===== src/rtl/mc_controller_if.sv =====
// mc_controller_if: control bundle between the multicycle controller
// and its datapath / memory side.
interface mc_controller_if;
  logic [6:0] Opcode;
  logic       mem_ready;
  logic       PCWrite;
  logic       IRWrite;
  logic       MemRead;
  logic       MemWrite;
  logic       RegWrite;
  logic       ALUSrc;
  logic       MemtoReg;
  logic       Branch;
  logic       JalrSel;
  logic       IorD;
  logic [1:0] ALUOp;
  logic       illegal;
  logic       bus_err;
  logic [2:0] state;

  modport master (
    input  Opcode,
    input  mem_ready,
    output PCWrite,
    output IRWrite,
    output MemRead,
    output MemWrite,
    output RegWrite,
    output ALUSrc,
    output MemtoReg,
    output Branch,
    output JalrSel,
    output IorD,
    output ALUOp,
    output illegal,
    output bus_err,
    output state
  );

  modport slave (
    output Opcode,
    output mem_ready,
    input  PCWrite,
    input  IRWrite,
    input  MemRead,
    input  MemWrite,
    input  RegWrite,
    input  ALUSrc,
    input  MemtoReg,
    input  Branch,
    input  JalrSel,
    input  IorD,
    input  ALUOp,
    input  illegal,
    input  bus_err,
    input  state
  );
endinterface


===== src/rtl/mc_controller.sv =====
// mc_controller: multicycle RV32 subset control FSM with memory wait
// timeout. Optional JAL/JALR support is enabled by macro MC_JUMP_EN.
module mc_controller #(
  parameter int WAIT_MAX = 15
) (
  input  logic          clk,
  input  logic          reset,
  mc_controller_if.master bus
);

  localparam logic [2:0] S_FETCH  = 3'd0;
  localparam logic [2:0] S_DECODE = 3'd1;
  localparam logic [2:0] S_EXEC   = 3'd2;
  localparam logic [2:0] S_MEM    = 3'd3;
  localparam logic [2:0] S_WB     = 3'd4;
  localparam logic [2:0] S_BRANCH = 3'd5;
`ifdef MC_JUMP_EN
  localparam logic [2:0] S_JUMP   = 3'd6;
`endif

  localparam logic [6:0] OP_R    = 7'b0110011;
  localparam logic [6:0] OP_I    = 7'b0010011;
  localparam logic [6:0] OP_LUI  = 7'b0110111;
  localparam logic [6:0] OP_LW   = 7'b0000011;
  localparam logic [6:0] OP_SW   = 7'b0100011;
  localparam logic [6:0] OP_BEQ  = 7'b1100011;
`ifdef MC_JUMP_EN
  localparam logic [6:0] OP_JAL  = 7'b1101111;
  localparam logic [6:0] OP_JALR = 7'b1100111;
`endif

  localparam logic [7:0] LP_WMAX = 8'(WAIT_MAX);

  logic [2:0] r_state;
  logic [2:0] w_next;
  logic [6:0] r_op_q;
  logic [7:0] r_wait;

  logic w_mem_phase;
  logic w_mem_wait;
  logic w_timeout;

  logic w_d_exec;
  logic w_d_beq;
  logic w_d_jump;
  logic w_d_legal;

  logic w_q_r;
  logic w_q_i;
  logic w_q_lui;
  logic w_q_lw;
  logic w_q_sw;
  logic w_q_jalr;

  logic       w_pcwrite;
  logic       w_irwrite;
  logic       w_memread;
  logic       w_memwrite;
  logic       w_regwrite;
  logic       w_alusrc;
  logic       w_memtoreg;
  logic       w_branch;
  logic       w_jalrsel;
  logic       w_iord;
  logic [1:0] w_aluop;
  logic       w_illegal;
  logic       w_bus_err;

  // Opcode presented during DECODE, classified for the branch decision.
  assign w_d_exec  = (bus.Opcode == OP_R)  |
                     (bus.Opcode == OP_I)  |
                     (bus.Opcode == OP_LUI)|
                     (bus.Opcode == OP_LW) |
                     (bus.Opcode == OP_SW);
  assign w_d_beq   = (bus.Opcode == OP_BEQ);
`ifdef MC_JUMP_EN
  assign w_d_jump  = (bus.Opcode == OP_JAL) |
                     (bus.Opcode == OP_JALR);
`else
  assign w_d_jump  = 1'b0;
`endif
  assign w_d_legal = w_d_exec | w_d_beq | w_d_jump;

  // Registered opcode drives every post-DECODE decision.
  assign w_q_r    = (r_op_q == OP_R);
  assign w_q_i    = (r_op_q == OP_I);
  assign w_q_lui  = (r_op_q == OP_LUI);
  assign w_q_lw   = (r_op_q == OP_LW);
  assign w_q_sw   = (r_op_q == OP_SW);
`ifdef MC_JUMP_EN
  assign w_q_jalr = (r_op_q == OP_JALR);
`else
  assign w_q_jalr = 1'b0;
`endif

  // Only FETCH and MEM look at mem_ready; a stall there counts toward
  // the timeout, and hitting the limit without ready aborts the access.
  assign w_mem_phase = (r_state == S_FETCH) | (r_state == S_MEM);
  assign w_mem_wait  = w_mem_phase & ~bus.mem_ready;
  assign w_timeout   = w_mem_wait & (r_wait == LP_WMAX);

  // State register; reset wins over any pending transition.
  always_ff @(posedge clk) begin
    if (reset) r_state <= S_FETCH;
    else       r_state <= w_next;
  end

  // Opcode capture in DECODE.
  always_ff @(posedge clk) begin
    if (reset)                  r_op_q <= 7'd0;
    else if (r_state == S_DECODE) r_op_q <= bus.Opcode;
  end

  // Wait counter: cleared on any transition or timeout, counts stalls.
  always_ff @(posedge clk) begin
    if (reset)
      r_wait <= 8'd0;
    else if ((w_next != r_state) | w_timeout)
      r_wait <= 8'd0;
    else if (w_mem_wait)
      r_wait <= r_wait + 8'd1;
  end

  // Next-state decision.
  always_comb begin
    w_next = S_FETCH;
    case (r_state)
      S_FETCH: begin
        if (bus.mem_ready) w_next = S_DECODE;
        else               w_next = S_FETCH;
      end
      S_DECODE: begin
        unique case (1'b1)
          w_d_exec: w_next = S_EXEC;
          w_d_beq:  w_next = S_BRANCH;
`ifdef MC_JUMP_EN
          w_d_jump: w_next = S_JUMP;
`endif
          default:  w_next = S_FETCH;
        endcase
      end
      S_EXEC: begin
        if (w_q_r | w_q_i | w_q_lui)  w_next = S_WB;
        else if (w_q_lw | w_q_sw)     w_next = S_MEM;
        else                          w_next = S_FETCH;
      end
      S_MEM: begin
        if (bus.mem_ready)
          w_next = w_q_lw ? S_WB : S_FETCH;
        else if (w_timeout)
          w_next = S_FETCH;
        else
          w_next = S_MEM;
      end
      S_WB:     w_next = S_FETCH;
      S_BRANCH: w_next = S_FETCH;
`ifdef MC_JUMP_EN
      S_JUMP:   w_next = S_FETCH;
`endif
      default:  w_next = S_FETCH;
    endcase
  end

  // Output decode; everything reads zero while reset is held.
  always_comb begin
    w_pcwrite  = 1'b0;
    w_irwrite  = 1'b0;
    w_memread  = 1'b0;
    w_memwrite = 1'b0;
    w_regwrite = 1'b0;
    w_alusrc   = 1'b0;
    w_memtoreg = 1'b0;
    w_branch   = 1'b0;
    w_jalrsel  = 1'b0;
    w_iord     = 1'b0;
    w_aluop    = 2'b00;
    w_illegal  = 1'b0;
    w_bus_err  = 1'b0;
    if (!reset) begin
      case (r_state)
        S_FETCH: begin
          w_memread = ~w_timeout;
          w_bus_err = w_timeout;
          w_irwrite = bus.mem_ready;
          w_pcwrite = bus.mem_ready;
        end
        S_DECODE: begin
          w_illegal = ~w_d_legal;
        end
        S_EXEC: begin
          w_alusrc = w_q_i | w_q_lui | w_q_lw | w_q_sw;
          unique case (1'b1)
            w_q_lui:         w_aluop = 2'b11;
            (w_q_r | w_q_i): w_aluop = 2'b10;
            default:         w_aluop = 2'b00;
          endcase
        end
        S_MEM: begin
          w_iord     = 1'b1;
          w_alusrc   = 1'b1;
          w_memread  = w_q_lw & ~w_timeout;
          w_memwrite = w_q_sw & ~w_timeout;
          w_bus_err  = w_timeout;
        end
        S_WB: begin
          w_regwrite = 1'b1;
          w_memtoreg = w_q_lw;
        end
        S_BRANCH: begin
          w_branch = 1'b1;
          w_aluop  = 2'b01;
        end
`ifdef MC_JUMP_EN
        S_JUMP: begin
          w_regwrite = 1'b1;
          w_pcwrite  = 1'b1;
          w_jalrsel  = w_q_jalr;
        end
`endif
        default: begin
          w_pcwrite = 1'b0;
        end
      endcase
    end
  end

  assign bus.PCWrite  = w_pcwrite;
  assign bus.IRWrite  = w_irwrite;
  assign bus.MemRead  = w_memread;
  assign bus.MemWrite = w_memwrite;
  assign bus.RegWrite = w_regwrite;
  assign bus.ALUSrc   = w_alusrc;
  assign bus.MemtoReg = w_memtoreg;
  assign bus.Branch   = w_branch;
  assign bus.JalrSel  = w_jalrsel;
  assign bus.IorD     = w_iord;
  assign bus.ALUOp    = w_aluop;
  assign bus.illegal  = w_illegal;
  assign bus.bus_err  = w_bus_err;
  assign bus.state    = reset ? S_FETCH : r_state;

endmodule


===== src/flat_wrapper.sv =====
// flat-port wrapper written by rule: the top's interface ports become plain ports
module mc_controller_flat 
#(
  parameter int WAIT_MAX = 15
)
  (clk, reset, bus_Opcode, bus_mem_ready, bus_PCWrite, bus_IRWrite, bus_MemRead, bus_MemWrite, bus_RegWrite, bus_ALUSrc, bus_MemtoReg, bus_Branch, bus_JalrSel, bus_IorD, bus_ALUOp, bus_illegal, bus_bus_err, bus_state);
  mc_controller_if bus_i ();
  input  logic clk;
  input  logic reset;
  input wire logic [$bits(bus_i.Opcode)-1:0] bus_Opcode;
  input wire logic [$bits(bus_i.mem_ready)-1:0] bus_mem_ready;
  output wire logic [$bits(bus_i.PCWrite)-1:0] bus_PCWrite;
  output wire logic [$bits(bus_i.IRWrite)-1:0] bus_IRWrite;
  output wire logic [$bits(bus_i.MemRead)-1:0] bus_MemRead;
  output wire logic [$bits(bus_i.MemWrite)-1:0] bus_MemWrite;
  output wire logic [$bits(bus_i.RegWrite)-1:0] bus_RegWrite;
  output wire logic [$bits(bus_i.ALUSrc)-1:0] bus_ALUSrc;
  output wire logic [$bits(bus_i.MemtoReg)-1:0] bus_MemtoReg;
  output wire logic [$bits(bus_i.Branch)-1:0] bus_Branch;
  output wire logic [$bits(bus_i.JalrSel)-1:0] bus_JalrSel;
  output wire logic [$bits(bus_i.IorD)-1:0] bus_IorD;
  output wire logic [$bits(bus_i.ALUOp)-1:0] bus_ALUOp;
  output wire logic [$bits(bus_i.illegal)-1:0] bus_illegal;
  output wire logic [$bits(bus_i.bus_err)-1:0] bus_bus_err;
  output wire logic [$bits(bus_i.state)-1:0] bus_state;
  assign bus_i.Opcode = bus_Opcode;
  assign bus_i.mem_ready = bus_mem_ready;
  assign bus_PCWrite = bus_i.PCWrite;
  assign bus_IRWrite = bus_i.IRWrite;
  assign bus_MemRead = bus_i.MemRead;
  assign bus_MemWrite = bus_i.MemWrite;
  assign bus_RegWrite = bus_i.RegWrite;
  assign bus_ALUSrc = bus_i.ALUSrc;
  assign bus_MemtoReg = bus_i.MemtoReg;
  assign bus_Branch = bus_i.Branch;
  assign bus_JalrSel = bus_i.JalrSel;
  assign bus_IorD = bus_i.IorD;
  assign bus_ALUOp = bus_i.ALUOp;
  assign bus_illegal = bus_i.illegal;
  assign bus_bus_err = bus_i.bus_err;
  assign bus_state = bus_i.state;
  mc_controller #(.WAIT_MAX(WAIT_MAX)) u_core (.clk(clk), .reset(reset), .bus(bus_i));
endmodule

===== config.mk =====
export PLATFORM = sky130hd
export DESIGN_NAME = mc_controller_flat
export DESIGN_NICKNAME = d
export VERILOG_FILES = /design/src/rtl/mc_controller_if.sv /design/src/rtl/mc_controller.sv /design/src/flat_wrapper.sv
export SDC_FILE = /design/constraint.sdc
export NUM_CORES = 1
export LEC_CHECK = 0
export ABC_AREA = 1
export CAP_MARGIN = 10
export CORE_MARGIN = 8
export CORE_UTILIZATION = 37
export CTS_CLUSTER_DIAMETER = 50
export CTS_CLUSTER_SIZE = 12
export DETAILED_ROUTE_END_ITERATION = 10
export GPL_TIMING_DRIVEN = 0
export RECOVER_POWER = 50
export SYNTH_ARGS = -nofsm -noshare
export SYNTH_HDL_FRONTEND = slang
export SYNTH_SLANG_ARGS = --single-unit

===== constraint.sdc =====
create_clock -name clk -period 2.55 [get_ports clk]
set_input_delay 0.51 -clock clk [delete_from_list [all_inputs] [get_ports clk]]
set_output_delay 0.51 -clock clk [all_outputs]
set_load 0.005 [all_outputs]

==> out/results.txt <==
status - completed
crit path kind - in2out
Area Growth Syn to Fin - 27.03%
placed wire-length estimate - 2403 um
worst skew pair latency - 290 ps
First DRT Iteration DRCs - 49
GRT Total Usage - 0.1170
CP Max Fanout - 10
Longest Clk Path Bufs - 2
crit end category - primary output
Post-Syn Area - 0.001231 sq mm
crit share post-route - 0.9787
Remaining DRCs - 0
r2r setup slk - 610 ps
Hold Vio Cnt, Final - 0
Yosys reg bits - 18
compound-cell area share of the yosys netlist - 0.1118
Peak VDD IR - 0.2260 mV
Synth Area per Inst - 6.878 sq um
CTS Sinks - 18
Clock Tree Root - clkbuf_4
Syn Nets - 190
Detail Route Antenna Nets - 0
max-cap violations - 0
Synth Area in Adders - 0.01016
final core occ - 0.4800
final layout net count - 221
post-synth cell types - 31
number of port buffers - 25
per-cell routed wire length - 11.74 um
share of layout cells above drive strength 1 - 0.1818
leakage - 0.0006525 uW
CTS tree - done
vias per cell - 4.761
CTS Buf Count - 3
max-slew violations - 0
Critical Path AT - 1990 ps
Synth Area in XOR/XNOR - 0.04980
starting density of the core - 0.3779
DRT Pass-1 Iters - 4
Die X - 73.69 um
Slew headroom - 0.6684
hold path depth - 2
fin crit period - 2496 ps
Die Span Y - 73.69 um
largest family of logic cells by synthesized area - simple AND/OR/NAND/NOR gates
Ports - 27
Non-Filler Cell Area, Final - 0.001564 sq mm
Worst Hold Endpoint - u_core.r_op_q[3]
PD cells - 374.0 mW/mm^2
routability cong. - 0.8582
first-pass GRT wire length - 5126 um
GRT overflow - 0
fin cells - 255
fmax - 400.7 MHz
Hold Crit Start - u_core.r_op_q[3]
YS warnings - 0
routed via count - 1,214
R2R cell count - 10
unrepaired setup endpoints after global routing - true
placed cell area - 0.001539 sq mm
Slew @ Worst Pin - 496.0 ps
final setup violating endpoints - 0
Hold Buf Count CTS - 0
Core Area - 0.003258 sq mm
vias in the first global route - 1,203
n_diodes - 0
Setup crit start kind - primary input
largest net degree at the start of global routing - 11
sequential share of the synthesized area - 0.2927
worst path required time - 2040 ps
antenna violations before repair - 0
Setup Skew - 5.847 ps
Placed Instances - 250
H-tree depth reported by CTS - 1
Row Count - 21
FF-to-FF Start - u_core.r_wait[0]
Clk pin slew, worst setup/hold paths - 100 ps
simple-gate share of the synthesized area - 0.4228
Gate Count Post-Synth - 179
Detailed Route WL - 2993 um
Min Hold Slack - 521.4 ps
capture point of the worst reg-to-reg path - u_core.r_wait[4]
Hold Path Class - reg2reg
DIE AREA - 0.005429 sq mm
mux contribution to synthesized area - 0.008130
## worst max-delay path by stage
stage                                  from  slack (ps)            to
after floorplan            u_core.r_wait[0]         980   bus_MemRead
after global placement                reset        -120   bus_PCWrite
after detailed placement              reset        -140   bus_PCWrite
after CTS                 u_core.r_state[0]          10   bus_bus_err
after global routing                  reset         -60  bus_MemtoReg
final                                 reset          50  bus_MemWrite
## state kept, by name, summed over array words and instances (netlist names)
name            count
u_core.r_op_q       7
u_core.r_state      3
u_core.r_wait       8
## kinds of logic (layout without fill, tap and decap cells)
group                      Yosys count  in the layout
buffers and inverters               31             61
DFF                                 18             18
xor gates and xnor gates             7              7
muxes                                1              1
other                                1              1
AOI/OAI and AO/OA                   22             22
adders and majority gates            1              1
and+or+nand+nor                     98             98
## metrics by stage
stage               worst slack [ps]  total power, uW  setup TNS [ps]
detailed placement            -140.1            418.2          -161.9
global placement              -123.3            415.9          -131.6
CTS                            9.854            594.1               0
floorplan                      977.1            376.2               0
finish                         54.26            584.9               0
global route                  -59.09            622.2          -230.4
## layout make-up
| cell class | count | area [sq um] |
|---|---|---|
| flip-flops and latches | 18 | 364.1 |
| repair buffers | 26 | 256.5 |
| plain buffers | 4 | 27.53 |
| inverters | 27 | 101.3 |
| clock buffers | 4 | 36.28 |
| fillers | 353 | 1694 |
| multi-input cells | 130 | 720.7 |
| well taps | 46 | 57.56 |
## synth_stat cells
library cell  instances  area [sq um]
nor2_1               32         120.1
inv_1                23         86.33
nand2_1              20         75.07
dfxtp_1              18         360.4
nand3_1              14         70.07
a21oi_1               9         45.04
o21ai_0               9         45.04
nor3_2                8         80.08
nand2_2               6         37.54
inv_2                 4         15.01
nand4_1               4         25.02
nor2_2                4         25.02
xor2_1                4         35.03
nor3_1                3         15.01
xnor2_1               3         26.28
buf_4                 2         15.01
nand3_2               2         20.02
a21oi_4               1         16.27
a31oi_1               1         6.260
and2_1                1         6.260
buf_2                 1         5.000
clkbuf_1              1         3.750
conb_1                1         3.750
ha_1                  1         12.51
mux2i_1               1         10.01
nand2_4               1         11.26
nand3_4               1         17.52
nor2_4                1         11.26
nor4_1                1         6.260
o2111ai_1             1         8.760
o21ai_4               1         16.27
## layout by cell type (no fill, tap or decap), types with 2 or more instances in the layout
cell type / instances
nor3_2: 6
a21oi_1: 9
nand2_2: 5
dfxtp_1: 15
nand2_1: 21
xor2_1: 4
buf_4: 3
nor2_2: 4
inv_1: 22
o21ai_0: 8
nand3_2: 2
nand3_1: 15
inv_2: 5
nor3_1: 5
nand4_1: 4
clkdlybuf4s50_1: 24
xnor2_1: 3
nor2_1: 32
dfxtp_2: 3
clkbuf_4: 4
## worst max-delay path: stages
cell and delay, ps:
clkdlybuf4s50_1 470, inv_1 260, nand2_2 120, nor2_1 110
clkdlybuf4s50_1 510
## routing by layer
layer	wire, um	global-route usage
met1	1354	0.1334
met3	170	0.01774
met4	36	0.05322
met2	1431	0.2067
met5	0	0
## power by group
group / leakage (uW) / internal, uW / switching (uW)
Sequential: 0.000148 / 292 / 9.90
Combinational: 0.000484 / 46.4 / 62.3
Clock: 0.0000210 / 86.8 / 87.4
## repair_timing
item                                    CTS  global route
gates resized for setup                   2             9
pin swaps                                 0             1
buffers inserted                          0             1
endpoints found under the setup margin    2             6
(Power assumes the default switching activity.)
